==> src/rtl/suma_mult_pkg.sv <==
// Shared definitions for the sum-of-multiples result transmitter:
// serializer state encoding, default frame header and state sequencing.
package suma_mult_pkg;

    localparam logic [7:0] HDR_BYTE_DEFAULT = 8'hA5;
    localparam int         WORD_W           = 32;

    typedef enum logic [2:0] {
        SER_IDLE = 3'd0,
        SER_HDR  = 3'd1,
        SER_B0   = 3'd2,
        SER_B1   = 3'd3,
        SER_B2   = 3'd4,
        SER_B3   = 3'd5
    } ser_state_e;

    // Successor of a transmitting state once its byte has been accepted.
    function automatic ser_state_e ser_next(input ser_state_e s);
        case (s)
            SER_HDR: return SER_B0;
            SER_B0:  return SER_B1;
            SER_B1:  return SER_B2;
            SER_B2:  return SER_B3;
            default: return SER_IDLE;
        endcase
    endfunction

endpackage

==> src/rtl/suma_mult_res_fifo.sv <==
// Result word FIFO; a push into a full FIFO is taken only when a pop
// happens in the same cycle, otherwise it is ignored.
module suma_mult_res_fifo
    import suma_mult_pkg::*;
#(
    parameter int DEPTH = 2
) (
    input  logic                     clk,
    input  logic                     rst_n,
    input  logic                     push,
    input  logic [WORD_W-1:0]        push_data,
    input  logic                     pop,
    output logic [WORD_W-1:0]        pop_data,
    output logic                     full,
    output logic                     empty,
    output logic [$clog2(DEPTH):0]   level
);

    localparam int AW = $clog2(DEPTH);
    localparam logic [AW:0] FULL_LVL = (AW + 1)'(DEPTH);

    logic [WORD_W-1:0] mem_q [DEPTH];
    logic [AW-1:0]     wr_ptr_q, wr_ptr_d;
    logic [AW-1:0]     rd_ptr_q, rd_ptr_d;
    logic [AW:0]       level_q,  level_d;
    logic              push_ok;
    logic              pop_ok;

    assign full     = (level_q == FULL_LVL);
    assign empty    = (level_q == '0);
    assign pop_ok   = pop && !empty;
    assign push_ok  = push && (!full || pop_ok);
    assign pop_data = mem_q[rd_ptr_q];
    assign level    = level_q;

    always_comb begin
        wr_ptr_d = wr_ptr_q;
        rd_ptr_d = rd_ptr_q;
        level_d  = level_q;
        if (push_ok) wr_ptr_d = wr_ptr_q + AW'(1);
        if (pop_ok)  rd_ptr_d = rd_ptr_q + AW'(1);
        case ({push_ok, pop_ok})
            2'b10:   level_d = level_q + (AW + 1)'(1);
            2'b01:   level_d = level_q - (AW + 1)'(1);
            default: level_d = level_q;
        endcase
    end

    always_ff @(posedge clk) begin
        if (!rst_n) begin
            wr_ptr_q <= '0;
            rd_ptr_q <= '0;
            level_q  <= '0;
        end else begin
            wr_ptr_q <= wr_ptr_d;
            rd_ptr_q <= rd_ptr_d;
            level_q  <= level_d;
        end
    end

    // Storage needs no reset: level/pointers gate every read.
    always_ff @(posedge clk) begin
        if (push_ok) mem_q[wr_ptr_q] <= push_data;
    end

endmodule

==> src/rtl/suma_mult_result_tx.sv <==
// Captures each finished sum-of-multiples result on the busy falling edge,
// buffers it and sends it downstream as a 5-byte frame: header then X LSB first.
//
// state | meaning
// IDLE  | no frame in flight; pops the next buffered word when one exists
// HDR   | offering the header byte
// B0-B3 | offering result byte 0..3 (LSB first); B3 accepted ends the frame
module suma_mult_result_tx
    import suma_mult_pkg::*;
#(
    parameter logic [7:0] HDR_BYTE   = HDR_BYTE_DEFAULT,
    parameter int         FIFO_DEPTH = 2
) (
    input  logic                          clk,
    input  logic                          rst_n,
    input  logic                          b,
    input  logic [31:0]                   X,
    output logic [7:0]                    tx_data,
    output logic                          tx_valid,
    input  logic                          tx_ready,
    output logic                          overflow,
    output logic [7:0]                    frame_cnt,
    output logic [$clog2(FIFO_DEPTH):0]   fifo_level
);

    ser_state_e  state_q;
    logic        tx_valid_q;
    logic [7:0]  tx_data_q;
    logic [31:0] shift_q;

    logic        b_q, b_d;
    logic        overflow_q, overflow_d;
    logic [7:0]  frame_cnt_q, frame_cnt_d;

    logic        completion;
    logic        xfer;
    logic        frame_done;
    logic        fifo_pop;
    logic        fifo_full;
    logic        fifo_empty;
    logic [31:0] fifo_rd_data;

    assign completion = b_q && !b;
    assign xfer       = tx_valid_q && tx_ready;
    assign frame_done = xfer && (state_q == SER_B3);
    assign fifo_pop   = (state_q == SER_IDLE) && !fifo_empty;

    suma_mult_res_fifo #(
        .DEPTH (FIFO_DEPTH)
    ) u_fifo (
        .clk       (clk),
        .rst_n     (rst_n),
        .push      (completion),
        .push_data (X),
        .pop       (fifo_pop),
        .pop_data  (fifo_rd_data),
        .full      (fifo_full),
        .empty     (fifo_empty),
        .level     (fifo_level)
    );

    always_comb begin
        b_d         = b;
        overflow_d  = overflow_q;
        frame_cnt_d = frame_cnt_q;
        // A pop in the same cycle frees a slot, so only a pop-less full push is lost.
        if (completion && fifo_full && !fifo_pop) overflow_d = 1'b1;
        if (frame_done) frame_cnt_d = frame_cnt_q + 8'd1;
    end

    always_ff @(posedge clk) begin
        if (!rst_n) begin
            b_q         <= 1'b0;
            overflow_q  <= 1'b0;
            frame_cnt_q <= 8'h00;
        end else begin
            b_q         <= b_d;
            overflow_q  <= overflow_d;
            frame_cnt_q <= frame_cnt_d;
        end
    end

    always_ff @(posedge clk) begin
        if (!rst_n) begin
            state_q    <= SER_IDLE;
            tx_valid_q <= 1'b0;
            tx_data_q  <= 8'h00;
            shift_q    <= 32'h0;
        end else begin
            case (state_q)
                SER_IDLE: begin
                    if (fifo_pop) begin
                        shift_q    <= fifo_rd_data;
                        tx_data_q  <= HDR_BYTE;
                        tx_valid_q <= 1'b1;
                        state_q    <= SER_HDR;
                    end
                end
                default: begin
                    if (xfer) begin
                        state_q <= ser_next(state_q);
                        if (state_q == SER_B3) begin
                            tx_valid_q <= 1'b0;
                            tx_data_q  <= 8'h00;
                        end else begin
                            tx_data_q <= shift_q[7:0];
                            shift_q   <= {8'h00, shift_q[31:8]};
                        end
                    end
                end
            endcase
        end
    end

    assign tx_data   = tx_data_q;
    assign tx_valid  = tx_valid_q;
    assign overflow  = overflow_q;
    assign frame_cnt = frame_cnt_q;

endmodule

==> config.mk <==
export PLATFORM = sky130hd
export DESIGN_NAME = suma_mult_result_tx
export DESIGN_NICKNAME = d
export VERILOG_FILES = /design/src/rtl/suma_mult_pkg.sv /design/src/rtl/suma_mult_res_fifo.sv /design/src/rtl/suma_mult_result_tx.sv
export SDC_FILE = /design/constraint.sdc
export NUM_CORES = 1
export LEC_CHECK = 0
export BUFFER_PORTS_ARGS = -buffer_cell sky130_fd_sc_hd__buf_2
export CORE_MARGIN = 1
export CORE_UTILIZATION = 53
export DETAILED_ROUTE_END_ITERATION = 10
export PLACE_DENSITY = 0.73
export SLEW_MARGIN = 20
export SYNTH_ARGS = -nofsm -noshare
export SYNTH_HDL_FRONTEND = slang
export SYNTH_HIERARCHICAL = 1
export SYNTH_SLANG_ARGS = --single-unit
==> constraint.sdc <==
create_clock -name clk -period 2.7 [get_ports clk]
set_input_delay 0.135 -clock clk [delete_from_list [all_inputs] [get_ports clk]]
set_output_delay 0.135 -clock clk [all_outputs]
set_load 0.01 [all_outputs]
# Yosys cells after proc, flatten, opt, wreduce, memory -nomap -nowiden
# Memory sizes are Yosys's and may differ from the RTL's. A register that Yosys moved wholly into a read port is not among the register bits.
# Index checks and enable logic that the tools add are counted.
# totals
reg_bits,58
latchBits,0
mem_bits_rw,64
rom_bits,0
in_bits,36
out_inout_bits,20
word_cells,68
memories,1
# mem_list
memory,words,word_bits,rd,rd_clocked_by_memory_dff,wr,line,source
u_fifo.mem_q,2,32,1,1,1,suma_mult_res_fifo.sv:22,logic [WORD_W-1:0] mem_q [DEPTH];
# classes
n_addsub,5
mul,0
n_div,0
n_lt_le_gt_ge,0
eq_ne,10
n_shift,0
mux,21
bitwise,0
n_reduce_logical,21
# op_table
op,count
two-way mux 32 bit,4
two-way mux 8 bit,4
case mux 3 bit (4 select lines),1
two-way mux 3 bit,3
adder 8 x 1 -> 8 bit (second input constant),1
logical AND 1 bit,8
two-way mux 1 bit,8
== test 3 x 2 -> 1 bit (second input constant),2
== test 3 bit (second input constant),2
AND reduction 3 bit,2
nonzero test 2 bit,3
== test 2 bit (second input constant),2
logical NOT 1 bit,4
inequality test 2 bit (second input constant),2
case mux 2 bit (2 select lines),1
== test 3 x 1 -> 1 bit (second input constant),1
logical NOT 3 bit,1
adder 1 bit (second input constant),2
adder 2 x 1 -> 2 bit (second input constant),1
== test 2 x 1 -> 1 bit (second input constant),1
logical NOT 2 bit,1
AND reduction 2 bit,1
subtractor 2 x 1 -> 2 bit (second input constant),1
logical OR 1 bit,1

# Depth between registers and ports, before layout
# logic_depth
word_depth,8
depth_mapped,6
depth_no_buf,5

# By module
# Netlist, hierarchy kept.
# by_module_without_submodules
mod,instances,cells_per_inst,area_per_inst_um2,seq_area_each_um2
suma_mult_res_fifo,1,130,2688.8,2021.9
suma_mult_result_tx,1,261,2677.6,1081.0

# Worst setup path after synthesis
# OpenSTA, ideal clock, no wires.
# synth_timing
path_kind,register to register
start,reg u_fifo.level_q[1] (netlist: u_fifo/level[1])
end,mem u_fifo.mem_q[0][0] (enable)
setup_ps,421
arrival_ps,2538
required_time_ps,2279
path_slack_ps,-259
stages_incl_launch_ff,5
n_path_buf,0
period_less_slack_ps,2959
path_cell_list,dfxtp_1 > nor2_1 > nor4_4 > o21ai_2 > nor2_1
# synth_via
elab_chain_len,8
elab_cells_between_ends,10
cone_classes,eq/ne (1); mux (2); reduce/logical (7)
# synth_rtl
element,line,source
start: declaration,suma_mult_res_fifo.sv:25,"logic [AW:0] level_q, level_d;"
start signal: assignment,suma_mult_res_fifo.sv:57,level_q <= level_d;
logical NOT 2 bit,suma_mult_res_fifo.sv:30,assign empty = (level_q == '0);
named net fifo_empty,suma_mult_result_tx.sv:40,logic fifo_empty;
logical NOT 1 bit,suma_mult_result_tx.sv:46,assign fifo_pop = (state_q == SER_IDLE) && !fifo_empty;
logical AND 1 bit,suma_mult_result_tx.sv:46,
named net fifo_pop,suma_mult_result_tx.sv:38,logic fifo_pop;
logical AND 1 bit,suma_mult_res_fifo.sv:31,assign pop_ok = pop && !empty;
logical OR 1 bit,suma_mult_res_fifo.sv:32,assign push_ok = push && (!full || pop_ok);
logical AND 1 bit,suma_mult_res_fifo.sv:32,
two-way mux 1 bit,suma_mult_res_fifo.sv:63,if (push_ok) mem_q[wr_ptr_q] <= push_data;
two-way mux 1 bit (implied by the code),suma_mult_res_fifo.sv:63,
end: declaration,suma_mult_res_fifo.sv:22,
# The timed path passes the listed nets, and every way through them passes these cells.

# Worst setup path after layout
# layout_timing
start,reg state_q[2]
end,mem u_fifo.mem_q[0][12] (enable)
# layout_via
elab_chain_len,7
# layout_rtl
element,line,source
start: declaration,suma_mult_result_tx.sv:26,ser_state_e state_q;
start signal: assignment,suma_mult_result_tx.sv:101,state_q <= ser_next(state_q);
logical NOT 3 bit,suma_mult_result_tx.sv:46,
logical AND 1 bit,suma_mult_result_tx.sv:46,
named net fifo_pop,suma_mult_result_tx.sv:38,
logical AND 1 bit,suma_mult_res_fifo.sv:31,
logical OR 1 bit,suma_mult_res_fifo.sv:32,
logical AND 1 bit,suma_mult_res_fifo.sv:32,
two-way mux 1 bit,suma_mult_res_fifo.sv:63,
two-way mux 1 bit (implied by the code),suma_mult_res_fifo.sv:63,
# The timed path passes the listed nets, and every way through them passes these cells.

==> impl_metrics.toml <==
[setup_path]
cpMaxStageDelayCell = "nor4_4"
worstSetupPathType = "flop to flop"
critPathCaptureType = "flop"
crit_chain = "nor4_4, o21ai_2, nor2_2, buf_4"
r2r-start = "state_q[2]"
reg2regPathDepth = 4
crit_arrival_ps = 2460
r2r_slack_ps = 390
critical-path-max-stage-delay_ps = 730
required_ps = 2850
cp_max_fo = 32
crit_path_start_kind = "flop"
timing.rr.end = "u_fifo/mem_q[0][12]"

[timing]
setup_violations = 0
worstMarginPinSlew_ps = 978
slew_headroom = 0.348
fin_crit_sh = 0.855
rsz0062_at_grt = "false"
period_needed_ps = 2310
report.final.slew_viol_count = 0
finalHoldViolations = 0
holdWs_ps = 42.0
max_freq_ghz = 0.433
fin_skew_ps = 11.1

[place]
hpwl_um = 5760
port_buffers = 55
place_congestion = 0.752

[clock_tree]
cts.sinks = 123
ctsRootBufferMaster = "clkbuf_8"
clk_path_buf_depth = 2
h-tree-depth = 4
cts_tree = "done"
insertion_delay_ps = 510
postCtsSetupRepairBufs = 0
cts_made_buffers = 17
path_clk_slew_ps = 60

[synthesis]
synth_ff_type = "edfxtp_1"
synth_most_common_cell = "edfxtp_1"
ys_ff_latch = 123
synth_edf_count = 64
synth_cells = 391
synth_seq_area_share = 0.578
synth_top_area_cell = "edfxtp_1"
async_reset_ff_frac = 0
ys_types = 56
synth_nets = 428
syn-cell-area_sq_um = 5370
yosys_warnings = 6
avgSynthCellArea_sq_um = 13.7
synth_top_cell_area_share = 0.358
netlist_top_cells_area = "edfxtp_1 (36%), dfxtp_1 (22%), mux2_4 (8.4%), mux2i_1 (4.8%), o211a_1 (4.8%)"
yosys-top-cells-count = "edfxtp_1 (64), dfxtp_1 (59), mux2_4 (30), mux2i_1 (26), o211a_1 (26)"

[global_routing]
grt_antenna_before_repair = 0
busiest_layer = "met2"
track_usage = 0.199
grt_use_met1 = 0.222
met2_usage = 0.363
grt_pass1_wl_um = 15400
grt_pass1_vias = 3201
use_met3 = 0.0502
grt_max_degree = 62
grt_overflow = 0

[route]
drt_iter0_drc = 115
vias = 3341
vias_per_cell = 5.37
drt-total-wl_um = 9710
dr.pass1.iters = 5
avgRoutedWirePerCell_um = 15.6
drc = 0
ant_nets = 0

[floorplan]
rows = 36
die_area_sq_um = 10500
die_h_um = 103
num_io_pins = 56
start_util = 0.549
die_w_um = 103
fp.coreArea_sq_um = 9770

[power_and_ir_drop]
switching_share = 0.214
intPower_mw = 3.82
p_leak_nw = 2.88
power_switching_mw = 1.04
p_clk_frac = 0.493
power_frac_seq = 0.429
power_frac_comb = 0.078
peakVddDrop_v = 0.000618
power_density_nw_per_um2 = 738

[min_path]
min_from = "tx_ready"
holdPathStages = 4
hold_class = "input port to flop"
whs_endpoint = "tx_valid"

[final_layout]
layout-drive-gt1-share = 0.290
finish.utilization = 0.675
final_net_count = 514
area_growth_pct = 23.0
antenna_cells = 0

[outcome]
status = "finished, final reports clean"

[flow_run]
cap_violations = 0
## final cells by class
type                            instances  area, sq um
Clock buffer                           17          414
Clock inverter                         14          218
Fill cell                             724         3180
Inverter                                4         15.0
Multi-Input combinational cell        239         2050
Sequential cell                       123         3100
Tap cell                              133          166
Timing Repair Buffer                   92          636
## worst max path at each step
| stage | end | slack, ps | startpoint | depth (start not counted) |
|---|---|---|---|---|
| 2_1_floorplan | u_fifo/mem_q[0][0] | -260 | u_fifo/level[1] | 4 |
| 3_3_place_gp | u_fifo/mem_q[0][15] | 530 | state_q[2] | 4 |
| 3_5_place_dp | u_fifo/mem_q[0][10] | 450 | state_q[2] | 4 |
| 4_1_cts | u_fifo/mem_q[0][29] | 430 | state_q[2] | 4 |
| 5_1_grt | u_fifo/mem_q[0][12] | 260 | state_q[0] | 4 |
| 6_report | u_fifo/mem_q[0][12] | 390 | state_q[2] | 4 |
## flip-flops by register name, indices dropped and copies added (netlist names), named ones only
name,cells
frame_cnt,8
tx_valid,1
u_fifo/mem_q,64
state_q,3
tx_data,8
b_q,1
u_fifo/rd_ptr_q,1
u_fifo/wr_ptr_q,1
u_fifo/level,2
overflow,1
shift_q,32
## cell usage in the layout (no fill, tap or decap), drive strengths merged, types with 4 or more instances in the layout
cell type and count:
edfxtp 64, dfxtp 59, buf 59, dlygate4sd3 33, mux2 33, o21ai 29, mux2i 26, o211a 26
clkbuf 17, nand3 12, and2 12, nand2 11, nor2 11, a21boi 11, o211ai 10, a21oi 9
nor2b 8, inv 7, bufinv 5, xor2 4, nor3b 4, nand2b 4, clkinv 4
## worst max-delay path, delay by kind of cell, from the launching register on
| kind | cells | cell delay [ps] |
|---|---|---|
| AO/OA/AOI/OAI | 1 | 190 |
| AND/OR/NAND/NOR | 2 | 840 |
| flip-flops | 1 | 490 |
| buffers and inverters | 1 | 380 |
## per-stage QoR
step,instance area (sq um),power (mW),setup TNS (ps),worst slack (ps),instances
3_3_place_gp,5640,2.46,0,533,558
2_1_floorplan,5370,2.40,-16580,-259,391
4_1_cts,6600,4.90,0,428,622
3_5_place_dp,5640,2.47,0,448,558
5_1_grt,6600,5.03,0,260,622
6_report,6600,4.87,0,390,622
## cells by family (layout without fill, tap and decap cells)
family	count (synthesis)	in the layout	share of synthesized area
AO/OA/AOI/OAI	95	95	0.135
XOR/XNOR	7	7	0.0114
adder cells (fa/ha/maj)	1	1	0.00233
buffers and inverters	29	127	0.0415
flip-flops	123	123	0.578
multiplexers	59	59	0.139
AND/OR/NAND/NOR	77	77	0.0928
## what timing repair did
item	in CTS	in global routing
hold buffers	33	0
resized for setup	0	0
endpoints found under the hold margin	65	0
## layer usage
metal  share of wire  up-vias
met5               0        -
met4           0.012        0
met2            0.53       49
met1            0.43     1634
met3           0.024        7
li1                -     1651
## power groups by stage
stage                     registers (mW)  clock network (mW)  logic, mW
after floorplan                     2.11                   0      0.288
after global placement              2.12                   0      0.332
after detailed placement            2.13                   0      0.340
after CTS                           2.09                2.43      0.378
after global routing                2.10                2.52      0.412
final                               2.09                2.40      0.379
Note: power is estimated with default switching activity, not from simulation.
